`src/rtl/ppe_wrr_arb.sv`:
```
// Weighted round-robin arbiter: rotating-priority search over registered
// requests, per-requester grant quantum, registered valid/ready grant output.
module ppe_wrr_arb #(
  parameter int WIDTH    = 8,
  parameter int LOG_W    = 3,
  parameter int WEIGHT_W = 4
) (
  input  logic                      clk,
  input  logic                      rst,
  input  logic [WIDTH-1:0]          req,
  input  logic [WIDTH*WEIGHT_W-1:0] weight_cfg,
  output logic                      gnt_valid,
  input  logic                      gnt_ready,
  output logic [WIDTH-1:0]          gnt,
  output logic [LOG_W-1:0]          gnt_idx
);

  localparam logic [LOG_W:0]   WIDTH_L = (LOG_W+1)'(WIDTH);
  localparam logic [LOG_W-1:0] LAST    = LOG_W'(WIDTH-1);

  logic [WIDTH-1:0]      req_q;
  logic [2**LOG_W-1:0]   req_ext;
  logic [LOG_W-1:0]      ptr, ptr_next, ptr_eff;
  logic [WEIGHT_W-1:0]   used, used_next, w_sel;
  logic [WEIGHT_W:0]     quantum, base_inc;
  logic                  accept, load;
  logic [LOG_W:0]        cand;
  logic                  win_found;
  logic [LOG_W-1:0]      win_idx;
  logic [WIDTH-1:0]      win_onehot;

  assign accept  = gnt_valid & gnt_ready;
  assign load    = ~gnt_valid | gnt_ready;
  assign req_ext = (2**LOG_W)'(req_q);

  // Quantum accounting for the grant being accepted this cycle
  always_comb begin
    w_sel = '0;
    for (int unsigned i = 0; i < WIDTH; i++) begin
      if (gnt_idx == LOG_W'(i)) w_sel = weight_cfg[i*WEIGHT_W +: WEIGHT_W];
    end
    quantum   = (w_sel == '0) ? (WEIGHT_W+1)'(1) : {1'b0, w_sel};
    base_inc  = (gnt_idx == ptr) ? ({1'b0, used} + (WEIGHT_W+1)'(1)) : (WEIGHT_W+1)'(1);
    ptr_next  = ptr;
    used_next = used;
    if (accept) begin
      if (base_inc >= quantum) begin
        ptr_next  = (gnt_idx == LAST) ? '0 : gnt_idx + LOG_W'(1);
        used_next = '0;
      end else begin
        ptr_next  = gnt_idx;
        used_next = base_inc[WEIGHT_W-1:0];
      end
    end
    // ptr_next already equals ptr when nothing is accepted
    ptr_eff = ptr_next;
  end

  // Circular first-set search of req_q starting at ptr_eff
  always_comb begin
    win_found  = 1'b0;
    win_idx    = '0;
    cand       = '0;
    win_onehot = '0;
    for (int unsigned k = 0; k < WIDTH; k++) begin
      cand = {1'b0, ptr_eff} + (LOG_W+1)'(k);
      if (cand >= WIDTH_L) cand = cand - WIDTH_L;
      if (!win_found && req_ext[cand[LOG_W-1:0]]) begin
        win_found = 1'b1;
        win_idx   = cand[LOG_W-1:0];
      end
    end
    for (int unsigned i = 0; i < WIDTH; i++) begin
      win_onehot[i] = win_found && (win_idx == LOG_W'(i));
    end
  end

  // Request sampling, pointer/quantum state and grant output register
  always_ff @(posedge clk or posedge rst) begin
    if (rst) begin
      req_q     <= '0;
      ptr       <= '0;
      used      <= '0;
      gnt_valid <= 1'b0;
      gnt       <= '0;
      gnt_idx   <= '0;
    end else begin
      req_q <= req;
      ptr   <= ptr_next;
      used  <= used_next;
      if (load) begin
        gnt_valid <= win_found;
        gnt       <= win_onehot;
        gnt_idx   <= win_found ? win_idx : '0;
      end
    end
  end

endmodule

```
`config.mk`:
```
export PLATFORM = sky130hd
export DESIGN_NAME = ppe_wrr_arb
export DESIGN_NICKNAME = d
export VERILOG_FILES = /design/src/rtl/ppe_wrr_arb.sv
export SDC_FILE = /design/constraint.sdc
export NUM_CORES = 1
export LEC_CHECK = 0
export ABC_AREA = 1
export CORE_ASPECT_RATIO = 0.8
export CORE_MARGIN = 1
export CORE_UTILIZATION = 33
export CTS_CLUSTER_SIZE = 8
export DETAILED_ROUTE_END_ITERATION = 6
export GPL_ROUTABILITY_DRIVEN = 0
export MAX_ROUTING_LAYER = met4
export PLACE_DENSITY = 0.65
export SKIP_CTS_REPAIR_TIMING = 1
export SYNTH_ARGS = -nofsm -noshare
export SYNTH_HDL_FRONTEND = slang
export SYNTH_SLANG_ARGS = --single-unit
export TNS_END_PERCENT = 50
```
`constraint.sdc`:
```
create_clock -name clk -period 11.3 [get_ports clk]
set_clock_uncertainty 0.1 [all_clocks]
set_input_delay 2.26 -clock clk [delete_from_list [all_inputs] [get_ports clk]]
set_output_delay 2.26 -clock clk [all_outputs]
set_load 0.01 [all_outputs]
```
### Yosys cells after proc, flatten, opt, wreduce, memory -nomap -nowiden

Cells that the tools add are included.

* register bits: 27
* latch bits: 0
* memory bits (writable): 0
* bits in read-only memories: 0
* output and inout bits: 12
* word-level logic and storage cells: 138
* memories: 0

* $add $sub $neg: 17
* multipliers: 0
* divide/modulo/power cells: 0
* order comparisons: 17
* eq/ne operators: 15
* shifts and indexed selects: 0
* mux-type cells: 55
* bitwise operators: 3
* reduce and logical (&&, ||, !) cells: 25

Operator list (number)
* 3-bit 2-to-1 mux: 20
* 4-bit 2-to-1 mux: 10
* 3-bit by 4-bit < comparator with 1-bit output, second input constant: 8
* 4-bit >= comparator, second input constant: 7
* 1-bit binary-select mux with 3-bit select: 8
* 3-bit == test, second input constant: 8
* 3-bit by 1-bit subtractor with 3-bit output, second input constant: 8
* 3-bit by 3-bit adder with 4-bit output, second input constant: 4
* 1-bit 2-to-1 mux: 16
* 1-bit logical AND: 15
* 3-bit by 2-bit == test with 1-bit output, second input constant: 4
* 3-bit by 2-bit adder with 4-bit output, second input constant: 2
* 1-bit logical NOT: 7
* 3-bit by 1-bit == test with 1-bit output, second input constant: 2
* 3-bit logical NOT: 2
* 4-bit by 1-bit adder with 5-bit output, second input constant: 1
* 5-bit by 4-bit >= comparator with 1-bit output: 1
* 5-bit 2-to-1 mux: 1
* 3-bit by 1-bit adder with 4-bit output, second input constant: 1
* 3-bit by 4-bit >= comparator with 1-bit output, second input constant: 1
* 4-bit logical NOT: 1
* 3-bit by 1-bit adder with 3-bit output, second input constant: 1
* 3-bit == test: 1
* 1-bit bitwise AND: 1
* 2 further kinds: 2

### Depth between registers and ports, before layout

Gate-level depths: netlist of run 1.

* depth after elaboration: 42
* mapped depth: 46
* gate-level depth less buffers: 45

### Worst setup path before layout of run 1

No wires, ideal clock.

* kind: input-to-reg
* start: input port weight_cfg[5]
* end: register gnt[2]
* library setup time: 0.077 ns
* arrival: 6.013 ns
* required time: 11.123 ns
* setup slack: 5.111 ns
* cell stages on the path: 38
* buffers on the path: 1
* path through: nand2_1 nand2_1 a31oi_1 o21ai_0 o21ai_0 o211ai_1 o211ai_1 nand3_1 o21ai_0 nand3_1 nand3_1 ha_1 inv_1 nand2_1 nand2_1 nand2_1 nand2_1 nand2_1 (+2 left out) nand2_2 nand3_2 nand2_4 buf_8 inv_1 ha_1 inv_1 nand3_1 nand3_1 nand2_2 nand2_4 nor2_8 nand3_4 nor2_8 nand4_1 nand3_2 nand2_1 o21ai_1

* longest elaborated chain between the ends: 40

Ends and longest elaborated chain
* start: declaration: RTL line 11 `input logic [WIDTH*WEIGHT_W-1:0] weight_cfg,`
* 4-bit 2-to-1 mux * (7 in series): RTL line 40 `if (gnt_idx == LOG_W'(i)) w_sel = weight_cfg[i*WEIGHT_W +: WEIGHT_W];`
* 4-bit logical NOT: RTL line 42 `quantum = (w_sel == '0) ? (WEIGHT_W+1)'(1) : {1'b0, w_sel};`
* 4-bit 2-to-1 mux *: RTL line 42
* 5-bit by 4-bit >= comparator with 1-bit output *: RTL line 47 `if (base_inc >= quantum) begin`
* 3-bit 2-to-1 mux *: RTL line 47
* 3-bit 2-to-1 mux *: RTL line 46 `if (accept) begin`
* named net ptr_eff[0]: RTL line 23 `logic [LOG_W-1:0] ptr, ptr_next, ptr_eff;`
* parallel branches: the longest is 27 deep, another holds 3-bit by 1-bit adder with 4-bit output
* 1-bit logical AND *: RTL line 74 `win_onehot[i] = win_found && (win_idx == LOG_W'(i));`
* end signal: assignment: RTL line 93 `gnt <= win_onehot;`
* end: declaration: RTL line 14 `output logic [WIDTH-1:0] gnt,`

Mark *: on every way through the listed nets, which the timed path passes. The select of a mux whose other input is x is not followed.
A chain may end at the register's enable or synchronous reset.

### Worst setup path in the final report of run 1

* start: input port weight_cfg[5]
* end: register gnt_idx[2]

* longest elaborated chain between the ends: 39

Ends and longest elaborated chain
* 4-bit 2-to-1 mux * (7 in series): RTL line 40
* 4-bit logical NOT: RTL line 42
* 4-bit 2-to-1 mux *: RTL line 42
* 5-bit by 4-bit >= comparator with 1-bit output *: RTL line 47
* 3-bit 2-to-1 mux *: RTL line 47
* 3-bit 2-to-1 mux *: RTL line 46
* named net ptr_eff[0]: RTL line 23
* parallel branches: the longest is 26 deep, another holds 3-bit by 1-bit adder with 4-bit output
* 3-bit 2-to-1 mux *: RTL line 94 `gnt_idx <= win_found ? win_idx : '0;`
* end signal: assignment: RTL line 94
* end: declaration: RTL line 15 `output logic [LOG_W-1:0] gnt_idx`

Marked as above.

==> impl_metrics.ini, run 1 <==
[synth]
synth_flop_cell = sky130_fd_sc_hd__dfrtp_1
synth.yosys.warnings = 0
synth_area_leader_cell = sky130_fd_sc_hd__dfrtp_1
synth_top_cells_by_count = sky130_fd_sc_hd__nand2_1 (124), sky130_fd_sc_hd__nand3_1 (78), sky130_fd_sc_hd__inv_1 (41)
synth.avg_cell_area_um2 = 6.58
synth-edff-count = 0
postSynthRegisterBits = 27
synth_seq_area_share_pct = 24.8
total_standard_cell_area_after_synthesis_um2 = 2730
async_flop_share_pct = 100
yosysUniqueCellTypes = 38
leading_cell_type_by_number_of_instances_after_synthesis = sky130_fd_sc_hd__nand2_1
syn_inst = 414
netlist_top_cells_area = sky130_fd_sc_hd__dfrtp_1 (25%), sky130_fd_sc_hd__nand2_1 (17%), sky130_fd_sc_hd__nand3_1 (14%)
synthDominantCellAreaShare_pct = 24.8
mappedNetlistNets = 470

[placement]
dp_worst_setup_slack_ns = 3.74
port-buffer-count = 54
place.detailed.hpwl_mm = 5.99

[die]
core-area_um2 = 7980
io_pins = 55
fp-row-count = 29
initial_core_utilization_pct = 34.1
floorplan.die.height_um = 83.3
fp.dieArea_um2 = 8630
dieWidth_um = 104

[routing]
route.detailed.drc = 0
drt_iter0_markers = 205
dr_total_vias = 2858
viasPerCell = 5.00
dr.pass1.iters = 4
detail-route-antenna-nets = 0
routed_wire_length_per_instance_um = 12.7
detail_route.wirelength_mm = 7.26

[finish]
layout-drive-gt1-share_pct = 10.3
num_antenna_cells = 0
design.final.nets = 521
synthToLayoutAreaGrowth_pct = 23.9

[run]
cap_viol_max_count = 0

[clock_tree]
numClockSinks = 27
htree_levels = 1
cts.reportedPaths.clkPinSlew_ns = 0.10
root_buffer = sky130_fd_sc_hd__clkbuf_8
clock_latency_ns = 0.28
cts_tree = done
cts_buffer_depth = 2
cts-buffers-inserted = 3

[worst_setup_path]
worst-path-stages = 39
cp_num_buf_inv = 4
worst_setup_path_end_kind = flip-flop
worst_path_max_delay_cell = sky130_fd_sc_hd__clkdlybuf4s50_1
worst-endpoint-arrival_ns = 7.42
max_stage_delay_ns = 0.45
path_delay_family = simple AND/OR/NAND/NOR gates
critical_path.startpoint_type = primary input
path_max_fanout = 16
path_class = in2reg
crit_path_frequent_cell = sky130_fd_sc_hd__nand2_1
ff2ff_path_depth = 42
timing.critical_path.required_ns = 11.37

[hold_path]
holdPathStages = 2
hold_class = reg2reg

[outcome]
run_status = complete, no violations

[timing]
remaining_max_slew_budget_at_the_tightest_pin_pct = 32.6
totalNegativeSetupSlack_ns = 0
fmax_mhz = 136
worst_slack_ns = 3.95
setup-violations-final = 0
timing.final.crit_period_ns = 7.35
worst_slew_pin_slew_ns = 1.01
fin_crit_sh_pct = 65.0
slew_viol_final = 0
hold-worst-slack_ns = 0.403
rsz0062_at_grt = false
hold_viol_final = 0

[grt]
initial_antenna_violation_count = 0
grt_pass1_wl_mm = 12.4
groute.usage.overall_pct = 17.9
largest_net_degree_at_the_start_of_global_routing = 28
global_route.overflow_total = 0
grt_pass1_vias = 2548
[flip-flops by register name (all words and copies together) (netlist names)]
| signal | flops |
|---|---|
| req_ext | 8 |
| gnt_valid | 1 |
| used | 4 |
| gnt_idx | 3 |
| ptr | 3 |
| gnt | 8 |
[cell families (layout without fill, tap and decap cells)]
family / Yosys count / in the layout / synth area share, %
compound gates: 41 / 41 / 9.09
xor+xnor: 2 / 2 / 0.643
buf+inv: 54 / 104 / 8.91
simple gates: 277 / 277 / 50.6
fa+ha+maj: 13 / 13 / 5.97
flops: 27 / 27 / 24.8
[area by class of cell]
class | instances | area (µm²)
Tap cell | 108 | 135
Multi-Input combinational cell | 333 | 1810
Sequential cell | 27 | 676
Inverter | 46 | 173
Fill cell | 821 | 4610
Clock buffer | 4 | 45.0
Timing Repair Buffer | 54 | 541
[worst reg2reg max path, delay by kind of cell, from the launching register on]
family                   cells  cell delay [ns]
AND/OR/NAND/NOR             26             2.81
AO/OA/AOI/OAI                8             1.02
adder cells (fa/ha/maj)      3             0.95
buffers and inverters        5             0.72
flip-flops                   1             0.46
[per-layer routing]
layer / wire [µm] / vias up / track usage (%)
met5: 0 / - / -
met4: 63 / 0 / 2.50
met3: 367 / 6 / 2.90
met2: 3030 / 82 / 26.3
met1: 3800 / 1303 / 26.2
li1: - / 1467 / -
[placed cells by master, fill, tap and decap left out]
cell,Yosys,routed
sky130_fd_sc_hd__o21ai_0,13,13
sky130_fd_sc_hd__nor2_2,2,2
sky130_fd_sc_hd__o22ai_1,2,2
sky130_fd_sc_hd__o211ai_1,6,6
sky130_fd_sc_hd__nand4_1,8,8
sky130_fd_sc_hd__inv_1,41,41
sky130_fd_sc_hd__a21boi_0,1,1
sky130_fd_sc_hd__nor3b_1,1,1
sky130_fd_sc_hd__clkbuf_1,0,1
sky130_fd_sc_hd__o21ai_4,1,1
sky130_fd_sc_hd__o21ai_1,9,9
sky130_fd_sc_hd__or2_2,1,1
sky130_fd_sc_hd__nand3_1,78,78
sky130_fd_sc_hd__clkdlybuf4s50_1,0,54
sky130_fd_sc_hd__xnor2_1,1,1
sky130_fd_sc_hd__nor2_8,2,2
sky130_fd_sc_hd__nor2_4,1,1
sky130_fd_sc_hd__nand3_2,8,8
sky130_fd_sc_hd__clkbuf_8,0,3
sky130_fd_sc_hd__and2_0,1,1
sky130_fd_sc_hd__ha_1,13,13
sky130_fd_sc_hd__nor3_1,2,2
sky130_fd_sc_hd__nor2_1,24,24
sky130_fd_sc_hd__o21ai_2,1,1
sky130_fd_sc_hd__nand4_4,1,1
sky130_fd_sc_hd__nand2_4,3,3
sky130_fd_sc_hd__a31oi_1,3,3
sky130_fd_sc_hd__a21oi_1,4,4
sky130_fd_sc_hd__nand3_4,2,2
sky130_fd_sc_hd__nand2_2,19,19
sky130_fd_sc_hd__o221ai_1,1,1
sky130_fd_sc_hd__inv_2,4,4
sky130_fd_sc_hd__dfrtp_1,27,27
sky130_fd_sc_hd__xor2_1,1,1
sky130_fd_sc_hd__clkinv_1,1,1
sky130_fd_sc_hd__nand2_1,124,124
[through the flow]
step / instances / area (µm²) / utilization [%]
after CTS: 572 / 3380 / 42.3
after floorplan: 414 / 2730 / -
after global placement: 568 / 3330 / 41.7
final: 572 / 3380 / 42.3
after detailed placement: 568 / 3330 / 41.7
after global routing: 572 / 3380 / 42.3
[path summary, 6_finish.rpt]
| check | start | end | slack (ns) |
|---|---|---|---|
| min in group asynchronous | rst | gnt_valid | 2.41 |
| max reg2reg | gnt_idx[1] | gnt_idx[2] | 5.14 |
| max in group asynchronous | rst | req_ext[7] | 8.07 |
| max | weight_cfg[5] | gnt_idx[2] | 3.95 |
| min | gnt[3] | gnt[3] | 0.40 |
| min reg2reg | gnt[3] | gnt[3] | 0.40 |
Power of run 1 is not shown: default switching activity piles up to over one toggle a cycle in this logic, so the estimate is an artifact.
==> run 2: changes to the inputs <==
==> constraint.sdc (replaced) <==
create_clock -name clk -period 7.02 [get_ports clk]
set_clock_uncertainty 0.1 [all_clocks]
set_input_delay 1.404 -clock clk [delete_from_list [all_inputs] [get_ports clk]]
set_output_delay 1.404 -clock clk [all_outputs]
set_load 0.01 [all_outputs]
==> impl_metrics.ini, run 2 (synthesis results as in run 1) <==
[routing]
dr_total_vias = 2877
drt_iter0_markers = 233
detail_route.wirelength_mm = 7.27
route.detailed.drc = 0
viasPerCell = 5.01
routed_wire_length_per_instance_um = 12.7
dr.pass1.iters = 5
detail-route-antenna-nets = 0

[clock_tree]
root_buffer = sky130_fd_sc_hd__clkbuf_8
htree_levels = 1
numClockSinks = 27
cts_tree = done
cts-buffers-inserted = 3
clock_latency_ns = 0.27
cts_buffer_depth = 2
cts.reportedPaths.clkPinSlew_ns = 0.09

[worst_setup_path]
worst-endpoint-arrival_ns = 6.35
path_delay_family = simple AND/OR/NAND/NOR gates
path_class = in2reg
critical_path.startpoint = weight_cfg[5]
worst_path_max_delay_cell = sky130_fd_sc_hd__clkdlybuf4s50_1
timing.critical_path.required_ns = 7.08
crit_path_frequent_cell = sky130_fd_sc_hd__nand2_1
reg2reg_setup_slack_ns = 1.09
path_max_fanout = 12
rr_startpoint = gnt_idx[1]
cp_num_buf_inv = 4
critical_path.startpoint_type = primary input
max_stage_delay_ns = 0.45
worst_setup_path_end_kind = flip-flop

[grt]
routing_usage_on_met3_pct = 2.51
met2_usage_pct = 27.5
grt_pass1_vias = 2661
largest_net_degree_at_the_start_of_global_routing = 28
groute.layer.met1.usage_pct = 25.7
global_route.overflow_total = 0
groute.usage.overall_pct = 17.8
grt_pass1_wl_mm = 12.5
initial_antenna_violation_count = 0
busiest_layer = met2

[timing]
remaining_max_slew_budget_at_the_tightest_pin_pct = 33.1
rsz0062_at_grt = false
setup-violations-final = 0
fmax_mhz = 159
timing.final.crit_period_ns = 6.29
fin_crit_sh_pct = 89.6
hold_viol_final = 0
totalNegativeSetupSlack_ns = 0
worst_slew_pin_slew_ns = 1.00
slew_viol_final = 0

[die]
fp.dieArea_um2 = 8630
floorplan.die.height_um = 83.3
io_pins = 55
core-area_um2 = 7980
fp-row-count = 29
initial_core_utilization_pct = 34.1
dieWidth_um = 104

[finish]
layout-drive-gt1-share_pct = 10.7
synthToLayoutAreaGrowth_pct = 24.4
mostFrequentLayoutCells = sky130_fd_sc_hd__nand2_1 (124), sky130_fd_sc_hd__nand3_1 (78), sky130_fd_sc_hd__clkdlybuf4s50_1 (54), sky130_fd_sc_hd__inv_1 (41), sky130_fd_sc_hd__dfrtp_1 (27)
leading_cell_type_in_the_layout_fill_and_taps_excluded = sky130_fd_sc_hd__nand2_1
design.final.nets = 523
num_antenna_cells = 0

[outcome]
run_status = complete, no violations

[placement]
place.detailed.hpwl_mm = 6.05
port-buffer-count = 54

[run]
cap_viol_max_count = 0

[hold_path]
hold_class = reg2reg
worstHoldStart = gnt[4]
## run 2: cell count changes in the layout (fill, tap and decap cells not counted)
cell,previous run,this run
sky130_fd_sc_hd__buf_4,0,2
## run 2: final timing paths
path                               to  depth (start not counted)
setup / recovery           gnt_idx[2]                         39
hold / removal                 gnt[4]                          2
setup reg to reg           gnt_idx[2]                         42
hold reg to reg                gnt[4]                          2
max in group asynchronous  req_ext[6]                          2
min in group asynchronous  gnt_idx[2]                          2
## run 2: per-layer routing
layer,wire length (µm),vias to the layer above
met2,3080,112
li1,-,1474
met1,3690,1289
met3,477,2
met4,25,0
met5,0,-
## run 2: per-stage QoR
step / worst slack [ns] / hold slack [ns] / std cells / instance area (µm²) / utilization [%]
floorplan: 1.69 / 0.379 / 414 / 2730 / -
global placement: 0.698 / 0.375 / 570 / 3350 / 41.9
detailed placement: 0.547 / 0.377 / 570 / 3350 / 41.9
CTS: 0.817 / 0.399 / 574 / 3390 / 42.5
global route: 0.150 / 0.420 / 574 / 3390 / 42.5
finish: 0.732 / 0.394 / 574 / 3390 / 42.5
## run 2: cell type report
cell class / count / area, µm²
multi-input combinational: 333 / 1810
timing repair buffer: 56 / 556
clock buffer: 4 / 45.0
fill: 842 / 4590
inverter: 46 / 173
tap: 108 / 135
sequential: 27 / 676
## run 2: tightest hold or removal path, cell delays in order (launching register included)
cell and delay, ns:
sky130_fd_sc_hd__dfrtp_1 0.35, sky130_fd_sc_hd__nand2_1 0.05, sky130_fd_sc_hd__o21ai_1 0.06
Power of run 2 is left out for the same reason.
